--- config.mk ---
export PLATFORM = sky130hd
export DESIGN_NAME = conv_tile_sequencer_flat
export DESIGN_NICKNAME = d
export VERILOG_FILES = /design/src/rtl/conv_tile_sequencer_pkg.sv /design/src/rtl/conv_tile_sequencer_if.sv /design/src/rtl/conv_tile_sequencer_fetch.sv /design/src/rtl/conv_tile_sequencer.sv /design/src/flat_wrapper.sv
export SDC_FILE = /design/constraint.sdc
export NUM_CORES = 1
export LEC_CHECK = 0
export CAP_MARGIN = 40
export CORE_UTILIZATION = 40
export DETAILED_ROUTE_END_ITERATION = 10
export GPL_TIMING_DRIVEN = 0
export PLACE_DENSITY = 0.78
export SLEW_MARGIN = 10
export SYNTH_ARGS = -nofsm -noshare
export SYNTH_HDL_FRONTEND = slang
export SYNTH_SLANG_ARGS = --single-unit
--- constraint.sdc ---
create_clock -name clk -period 5.35 [get_ports clk]
set_input_delay 0.8025 -clock clk [delete_from_list [all_inputs] [get_ports clk]]
set_output_delay 0.8025 -clock clk [all_outputs]
set_load 0.005 [all_outputs]
--- src/rtl/conv_tile_sequencer_pkg.sv ---
// conv_pkg: shared state encoding, operand counts and packing helpers for the
// 3x3 convolution tile sequencer.
package conv_pkg;

    localparam int N_FILT = 9;
    localparam int N_TILE = 16;
    localparam int N_OUT  = 4;

    typedef enum logic [2:0] {
        S_IDLE,
        S_LOAD,
        S_DRAIN,
        S_CLEAR,
        S_RUN,
        S_DONE
    } seq_state_e;

    // Element position inside the packed input tile (4x4, row-major).
    function automatic int idx_i(input int r, input int c);
        return 4 * r + c;
    endfunction

    // Element position inside the packed filter (3x3, row-major).
    function automatic int idx_f(input int r, input int c);
        return 3 * r + c;
    endfunction

    // Element position inside the packed result (2x2, row-major).
    function automatic int idx_o(input int r, input int c);
        return 2 * r + c;
    endfunction

endpackage

--- src/rtl/conv_tile_sequencer_if.sv ---
// Tile-buffer read port and host result handshake of the tile sequencer.
// master = sequencer side, slave = buffer/host side.
interface conv_tile_sequencer_if
    import conv_pkg::*;
#(
    parameter int DW     = 8,
    parameter int ADDR_W = 8
);
    logic                  mem_rd_en;
    logic [ADDR_W-1:0]     mem_addr;
    logic [DW-1:0]         mem_rd_data;
    logic [N_OUT*DW-1:0]   res;
    logic                  res_valid;
    logic                  res_ready;

    modport master (
        output mem_rd_en, mem_addr, res, res_valid,
        input  mem_rd_data, res_ready
    );

    modport slave (
        input  mem_rd_en, mem_addr, res, res_valid,
        output mem_rd_data, res_ready
    );
endinterface

--- src/rtl/conv_tile_sequencer_fetch.sv ---
// tile_fetch_unit: issues the 25 buffer reads of a job (9 filter words, then
// 16 tile words), aligns the one-cycle read return and holds the operands.
module tile_fetch_unit
    import conv_pkg::*;
#(
    parameter int DW     = 8,
    parameter int ADDR_W = 8
) (
    input  logic                   clk,
    input  logic                   rst,
    input  logic                   launch_i,
    input  logic                   load_i,
    input  logic [ADDR_W-1:0]      f_base_i,
    input  logic [ADDR_W-1:0]      i_base_i,
    input  logic [DW-1:0]          rd_data_i,
    output logic                   rd_en_o,
    output logic [ADDR_W-1:0]      addr_o,
    output logic [N_FILT*DW-1:0]   arr_f_o,
    output logic [N_TILE*DW-1:0]   arr_i_o,
    output logic                   fetch_done_o
);

    localparam logic [4:0] K_FILT = 5'(N_FILT);
    localparam logic [4:0] K_LAST = 5'(N_FILT + N_TILE - 1);

    logic [ADDR_W-1:0] f_base_q;
    logic [ADDR_W-1:0] i_base_q;
    logic [4:0]        k_q;
    logic              rd_vld_q;
    logic [4:0]        rd_idx_q;
    logic [DW-1:0]     f_q [N_FILT];
    logic [DW-1:0]     i_q [N_TILE];

    // Base latch, read index, return alignment and operand register file.
    always_ff @(posedge clk or negedge rst) begin
        if (!rst) begin
            f_base_q <= '0;
            i_base_q <= '0;
            k_q      <= '0;
            rd_vld_q <= 1'b0;
            rd_idx_q <= '0;
            for (int k = 0; k < N_FILT; k++) f_q[k] <= '0;
            for (int k = 0; k < N_TILE; k++) i_q[k] <= '0;
        end else begin
            if (launch_i) begin
                f_base_q <= f_base_i;
                i_base_q <= i_base_i;
            end
            k_q      <= load_i ? k_q + 5'd1 : '0;
            rd_vld_q <= load_i;
            rd_idx_q <= k_q;
            for (int k = 0; k < N_FILT; k++)
                if (rd_vld_q && rd_idx_q == 5'(k)) f_q[k] <= rd_data_i;
            for (int k = 0; k < N_TILE; k++)
                if (rd_vld_q && rd_idx_q == 5'(k + N_FILT)) i_q[k] <= rd_data_i;
        end
    end

    // Read strobe and wrapping address; idle address parks at zero.
    always_comb begin
        rd_en_o      = load_i;
        addr_o       = '0;
        fetch_done_o = load_i && (k_q == K_LAST);
        if (load_i) begin
            if (k_q < K_FILT) addr_o = f_base_q + ADDR_W'(k_q);
            else              addr_o = i_base_q + ADDR_W'(k_q - K_FILT);
        end
    end

    // Flatten the register file onto the array operand buses.
    always_comb begin
        arr_f_o = '0;
        arr_i_o = '0;
        for (int k = 0; k < N_FILT; k++) arr_f_o[DW*k +: DW] = f_q[k];
        for (int k = 0; k < N_TILE; k++) arr_i_o[DW*k +: DW] = i_q[k];
    end

endmodule

--- src/rtl/conv_tile_sequencer.sv ---
// conv_tile_sequencer: loads one filter and input tile, clears and runs the
// systolic array for a fixed latency, then hands the 2x2 result to the host.
//
//   state   | meaning
//   --------+-------------------------------------------------------
//   S_IDLE  | array held in reset, waiting for start
//   S_LOAD  | 25 buffer reads (filter then tile)
//   S_DRAIN | last read word returns, no new read
//   S_CLEAR | array reset held CLR_CYCLES with operands stable
//   S_RUN   | array released for ARRAY_LATENCY cycles, capture at end
//   S_DONE  | result valid, waiting for res_ready
module conv_tile_sequencer
    import conv_pkg::*;
#(
    parameter int DW            = 8,
    parameter int ADDR_W        = 8,
    parameter int ARRAY_LATENCY = 12,
    parameter int CLR_CYCLES    = 2
) (
    input  logic                  clk,
    input  logic                  rst,
    input  logic                  start,
    input  logic [ADDR_W-1:0]     f_base,
    input  logic [ADDR_W-1:0]     i_base,
    output logic                  busy,
    output logic                  arr_rst,
    output logic [N_TILE*DW-1:0]  arr_i,
    output logic [N_FILT*DW-1:0]  arr_f,
    input  logic [N_OUT*DW-1:0]   arr_o,
    conv_tile_sequencer_if.master bus
);

    localparam logic [7:0] CLR_LAST = 8'(CLR_CYCLES - 1);
    localparam logic [7:0] RUN_LAST = 8'(ARRAY_LATENCY - 1);

    seq_state_e           state_q, state_d;
    logic [7:0]           cnt_q, cnt_d;
    logic [N_OUT*DW-1:0]  res_q, res_d;
    logic                 res_valid_q, res_valid_d;
    logic                 launch;
    logic                 load;
    logic                 fetch_done;

    tile_fetch_unit #(
        .DW     (DW),
        .ADDR_W (ADDR_W)
    ) u_fetch (
        .clk          (clk),
        .rst          (rst),
        .launch_i     (launch),
        .load_i       (load),
        .f_base_i     (f_base),
        .i_base_i     (i_base),
        .rd_data_i    (bus.mem_rd_data),
        .rd_en_o      (bus.mem_rd_en),
        .addr_o       (bus.mem_addr),
        .arr_f_o      (arr_f),
        .arr_i_o      (arr_i),
        .fetch_done_o (fetch_done)
    );

    // State, phase timer and result registers.
    always_ff @(posedge clk or negedge rst) begin
        if (!rst) begin
            state_q     <= S_IDLE;
            cnt_q       <= '0;
            res_q       <= '0;
            res_valid_q <= 1'b0;
        end else begin
            state_q     <= state_d;
            cnt_q       <= cnt_d;
            res_q       <= res_d;
            res_valid_q <= res_valid_d;
        end
    end

    // Next-state logic; CLEAR and RUN share one down-counter ending at zero.
    always_comb begin
        state_d     = state_q;
        cnt_d       = cnt_q;
        res_d       = res_q;
        res_valid_d = res_valid_q;
        launch      = 1'b0;
        load        = (state_q == S_LOAD);
        case (state_q)
            S_IDLE: begin
                if (start) begin
                    launch  = 1'b1;
                    state_d = S_LOAD;
                end
            end
            S_LOAD: begin
                if (fetch_done) state_d = S_DRAIN;
            end
            S_DRAIN: begin
                cnt_d   = CLR_LAST;
                state_d = S_CLEAR;
            end
            S_CLEAR: begin
                if (cnt_q == 8'd0) begin
                    cnt_d   = RUN_LAST;
                    state_d = S_RUN;
                end else begin
                    cnt_d = cnt_q - 8'd1;
                end
            end
            S_RUN: begin
                if (cnt_q == 8'd0) begin
                    res_d       = arr_o;
                    res_valid_d = 1'b1;
                    state_d     = S_DONE;
                end else begin
                    cnt_d = cnt_q - 8'd1;
                end
            end
            S_DONE: begin
                if (bus.res_ready) begin
                    res_valid_d = 1'b0;
                    state_d     = S_IDLE;
                end
            end
            default: state_d = S_IDLE;
        endcase
    end

    assign busy          = (state_q != S_IDLE);
    assign arr_rst       = !((state_q == S_RUN) || (state_q == S_DONE));
    assign bus.res       = res_q;
    assign bus.res_valid = res_valid_q;

endmodule

--- src/flat_wrapper.sv ---
// flat-port wrapper written by rule: the top's interface ports become plain ports
module conv_tile_sequencer_flat import conv_pkg::*;
#(
    parameter int DW            = 8,
    parameter int ADDR_W        = 8,
    parameter int ARRAY_LATENCY = 12,
    parameter int CLR_CYCLES    = 2
)
  (clk, rst, start, f_base, i_base, busy, arr_rst, arr_i, arr_f, arr_o, bus_mem_rd_en, bus_mem_addr, bus_res, bus_res_valid, bus_mem_rd_data, bus_res_ready);
  conv_tile_sequencer_if #(.DW(DW), .ADDR_W(ADDR_W)) bus_i ();
  input  logic clk;
  input  logic rst;
  input  logic start;
  input  logic [ADDR_W-1:0] f_base;
  input  logic [ADDR_W-1:0] i_base;
  output logic busy;
  output logic arr_rst;
  output logic [N_TILE*DW-1:0] arr_i;
  output logic [N_FILT*DW-1:0] arr_f;
  input  logic [N_OUT*DW-1:0] arr_o;
  output wire logic [$bits(bus_i.mem_rd_en)-1:0] bus_mem_rd_en;
  output wire logic [$bits(bus_i.mem_addr)-1:0] bus_mem_addr;
  output wire logic [$bits(bus_i.res)-1:0] bus_res;
  output wire logic [$bits(bus_i.res_valid)-1:0] bus_res_valid;
  input wire logic [$bits(bus_i.mem_rd_data)-1:0] bus_mem_rd_data;
  input wire logic [$bits(bus_i.res_ready)-1:0] bus_res_ready;
  assign bus_mem_rd_en = bus_i.mem_rd_en;
  assign bus_mem_addr = bus_i.mem_addr;
  assign bus_res = bus_i.res;
  assign bus_res_valid = bus_i.res_valid;
  assign bus_i.mem_rd_data = bus_mem_rd_data;
  assign bus_i.res_ready = bus_res_ready;
  conv_tile_sequencer #(.DW(DW), .ADDR_W(ADDR_W), .ARRAY_LATENCY(ARRAY_LATENCY), .CLR_CYCLES(CLR_CYCLES)) u_core (.clk(clk), .rst(rst), .start(start), .f_base(f_base), .i_base(i_base), .busy(busy), .arr_rst(arr_rst), .arr_i(arr_i), .arr_f(arr_f), .arr_o(arr_o), .bus(bus_i));
endmodule
==> results.json <==
{
  "synthTopCellsByArea": "dfrtp_1 (60%), mux2_2 (24%), ha_1 (1.7%), nand2_1 (1.3%), mux2_4 (1.1%)",
  "vias": 7770,
  "post-cts-setup-buffers": 0,
  "clock-sinks": 271,
  "antenna_found_initial": 0,
  "yosysTopAreaCell": "dfrtp_1",
  "setup_violations": 0,
  "post_cts_resize_count": 0,
  "leakage_uw": 0.00680,
  "die_h_um": 171,
  "tritoncts": "done",
  "track_usage_pct": 19.8,
  "synth_cell_types": 57,
  "ys_seq_elements": 271,
  "ys.flop_type": "dfrtp_1",
  "antennaDiodeCount": 0,
  "clk_latency_ns": 0.54,
  "synth_most_common_cell": "dfrtp_1",
  "io-pin-count": 304,
  "h-tree-depth": 1,
  "power_density_nw_per_um2": 600,
  "nNetsFinal": 1223,
  "required_ns": 4.55,
  "fillers": 2246,
  "first_global_vias": 7949,
  "overflow": 0,
  "synth_top_area_share_pct": 59.7,
  "worst_pin_slew_ns": 0.752,
  "yosys_warnings": 0,
  "yosysSeqAreaShare_pct": 59.7,
  "clock.fmax_ghz": 0.222,
  "synthesis.nets": 885,
  "syn-cell-area_um2": 11400,
  "cts_inserted_buffers": 29,
  "status": "completed",
  "crit_fanout": 8,
  "drcViolationCount": 0,
  "period_share_pct": 84.0,
  "die_area_um2": 29100,
  "finClkSkew_ns": 0.0122,
  "ant_nets": 0,
  "min_period_ns": 4.49,
  "port-buffer-count": 303,
  "maxCapViolCount": 0,
  "drive_gt1_share_pct": 27.8,
  "fin_cells": 1545,
  "area_growth_pct": 40.0,
  "endpoint_kind": "primary output",
  "avgSynthCellArea_um2": 14.1,
  "drtIter0Drc": 353,
  "startpoint_type": "flip-flop",
  "slew_headroom_pct": 49.6,
  "grt_start_max_net_pins": 75,
  "core_um2": 27900,
  "cts_hold_buf": 0,
  "finalMaxSlewViolations": 0,
  "wl_um": 29000,
  "critPathKind": "flip-flop to primary output",
  "synthArstFlopShare_pct": 100,
  "dp.cells": 1493,
  "cp_data_arrival_time_ns": 3.69,
  "hold_violations": 0,
  "min_path_type": "primary input to async pin",
  "vias_per_cell": 5.03,
  "ir_worst_vdd_mv": 0.389,
  "initial_core_util_pct": 40.8,
  "clkSlewWorstSetupHoldPaths_ns": 0.06,
  "placementRows": 61,
  "grt_first_pass_wirelength_um": 45100,
  "cts.path.max_buffers": 3,
  "die_x_um": 171,
  "whs_ns": 0.180,
  "cts_root_buf": "clkbuf_16",
  "netlist_instances": 808,
  "place_congestion": 0.795,
  "routedWlPerCell_um": 18.8,
  "rsz0062_at_grt": "false",
  "hpwl_um": 21000,
  "ys_top_cells_by_count": "dfrtp_1 (271), mux2_2 (239), nand2_1 (40), clkbuf_1 (30), nor2_1 (28)",
  "drtPass1Iterations": 4,
  "synth_enable_flop_cells": 0
}
## registers in the layout, summed over array words and instances, names as in the netlist
name,count
u_core.bus.res,32
u_core.bus.res_valid,1
u_core.cnt_q,8
u_core.state_q,3
u_core.u_fetch.arr_f_o,72
u_core.u_fetch.arr_i_o,128
u_core.u_fetch.f_base_q,8
u_core.u_fetch.i_base_q,8
u_core.u_fetch.k_q,5
u_core.u_fetch.rd_idx_q,5
u_core.u_fetch.rd_vld_q,1
## critical path, stage by stage, from the launching register on
cell,delay (ns)
dfrtp_1,0.48
or3_1,0.45
a21oi_1,0.36
ha_1,0.36
a21o_1,0.20
a31o_2,0.21
a21oi_1,0.14
xnor2_1,0.09
a211oi_1,0.31
clkdlybuf4s50_1,0.56
## layout by cell type, fill, tap and decap left out, drive strengths merged, types with 3 or more instances in the layout
master         count
clkdlybuf4s50    302
dfrtp            271
mux2             247
clkbuf            72
nand2             40
nor2              33
a21oi             20
buf               17
ha                15
o21ai             14
inv               12
nand3             11
nor3              10
xor2               8
nand2b             6
a21o               6
o211ai             6
a31oi              6
clkinv             5
nor2b              4
and3               4
a211oi             4
xnor2              4
or3                3
o21a               3
o31ai              3
a31o               3
nor3b              3
## area by class of cell
cell class	instances	area (um2)	share of cell area (%)
Clock inverter	10	109	0.684
Inverter	11	41.3	0.259
Multi-Input combinational cell	484	4360	27.4
Buffer	42	185	1.16
Tap cell	378	473	2.97
Timing Repair Buffer	307	3130	19.6
Clock buffer	42	845	5.31
Sequential cell	271	6780	42.6
## per-layer routing
layer | share of wire (%) | vias to the layer above | track usage [%]
li1 | - | 3561 | -
met1 | 42 | 3929 | 25.3
met2 | 50 | 244 | 34.5
met3 | 7.2 | 36 | 4.70
met4 | 1.4 | 0 | 3.45
met5 | 0 | - | 0
## final timing paths
path,depth (start not counted),from,to,slack [ns]
max,9,u_core.u_fetch.k_q[2]$_DFF_PN0_,bus_mem_addr[7],0.86
min,1,rst,u_core.u_fetch.arr_i_o[54]$_DFFE_PN0P_,0.18
max in group asynchronous,3,rst,u_core.u_fetch.i_base_q[6]$_DFFE_PN0P_,4.08
max reg2reg,7,u_core.cnt_q[0]$_DFFE_PN0P_,u_core.bus.res[19]$_DFFE_PN0P_,2.93
min reg2reg,0,u_core.u_fetch.k_q[3]$_DFF_PN0_,u_core.u_fetch.rd_idx_q[3]$_DFF_PN0_,0.43
min in group clk,0,u_core.u_fetch.k_q[3]$_DFF_PN0_,u_core.u_fetch.rd_idx_q[3]$_DFF_PN0_,0.43
## kinds of logic (layout without fill, tap and decap cells)
kind of cell	after synthesis	after routing	share of synthesized area, %
flops	271	271	59.7
mux	249	249	24.9
simple gates	127	127	5.87
compound gates	79	79	4.65
buf+inv	53	412	1.99
fa+ha+maj	17	17	2.00
xor+xnor	12	12	0.925
## power by group
group / total [uW] / internal (uW) / switching (uW)
Clock: 1990 / 1190 / 800
Combinational: 4120 / 2590 / 1530
Sequential: 3450 / 2930 / 518
## per-stage QoR
stage                     worst slack [ns]  cell area, um2  setup TNS [ns]  util, %  total power, uW
after floorplan                       2.27           11400               0        -             5240
after global placement               -8.17           14900        -2206.92     53.4             7480
after detailed placement              1.43           15000               0     53.7             7620
after CTS                            0.834           15900               0     57.1             9650
after global routing                 0.697           15900               0     57.1            10100
final                                0.855           15900               0     57.1             9550
No activity file was read; power rests on OpenSTA's default activity.
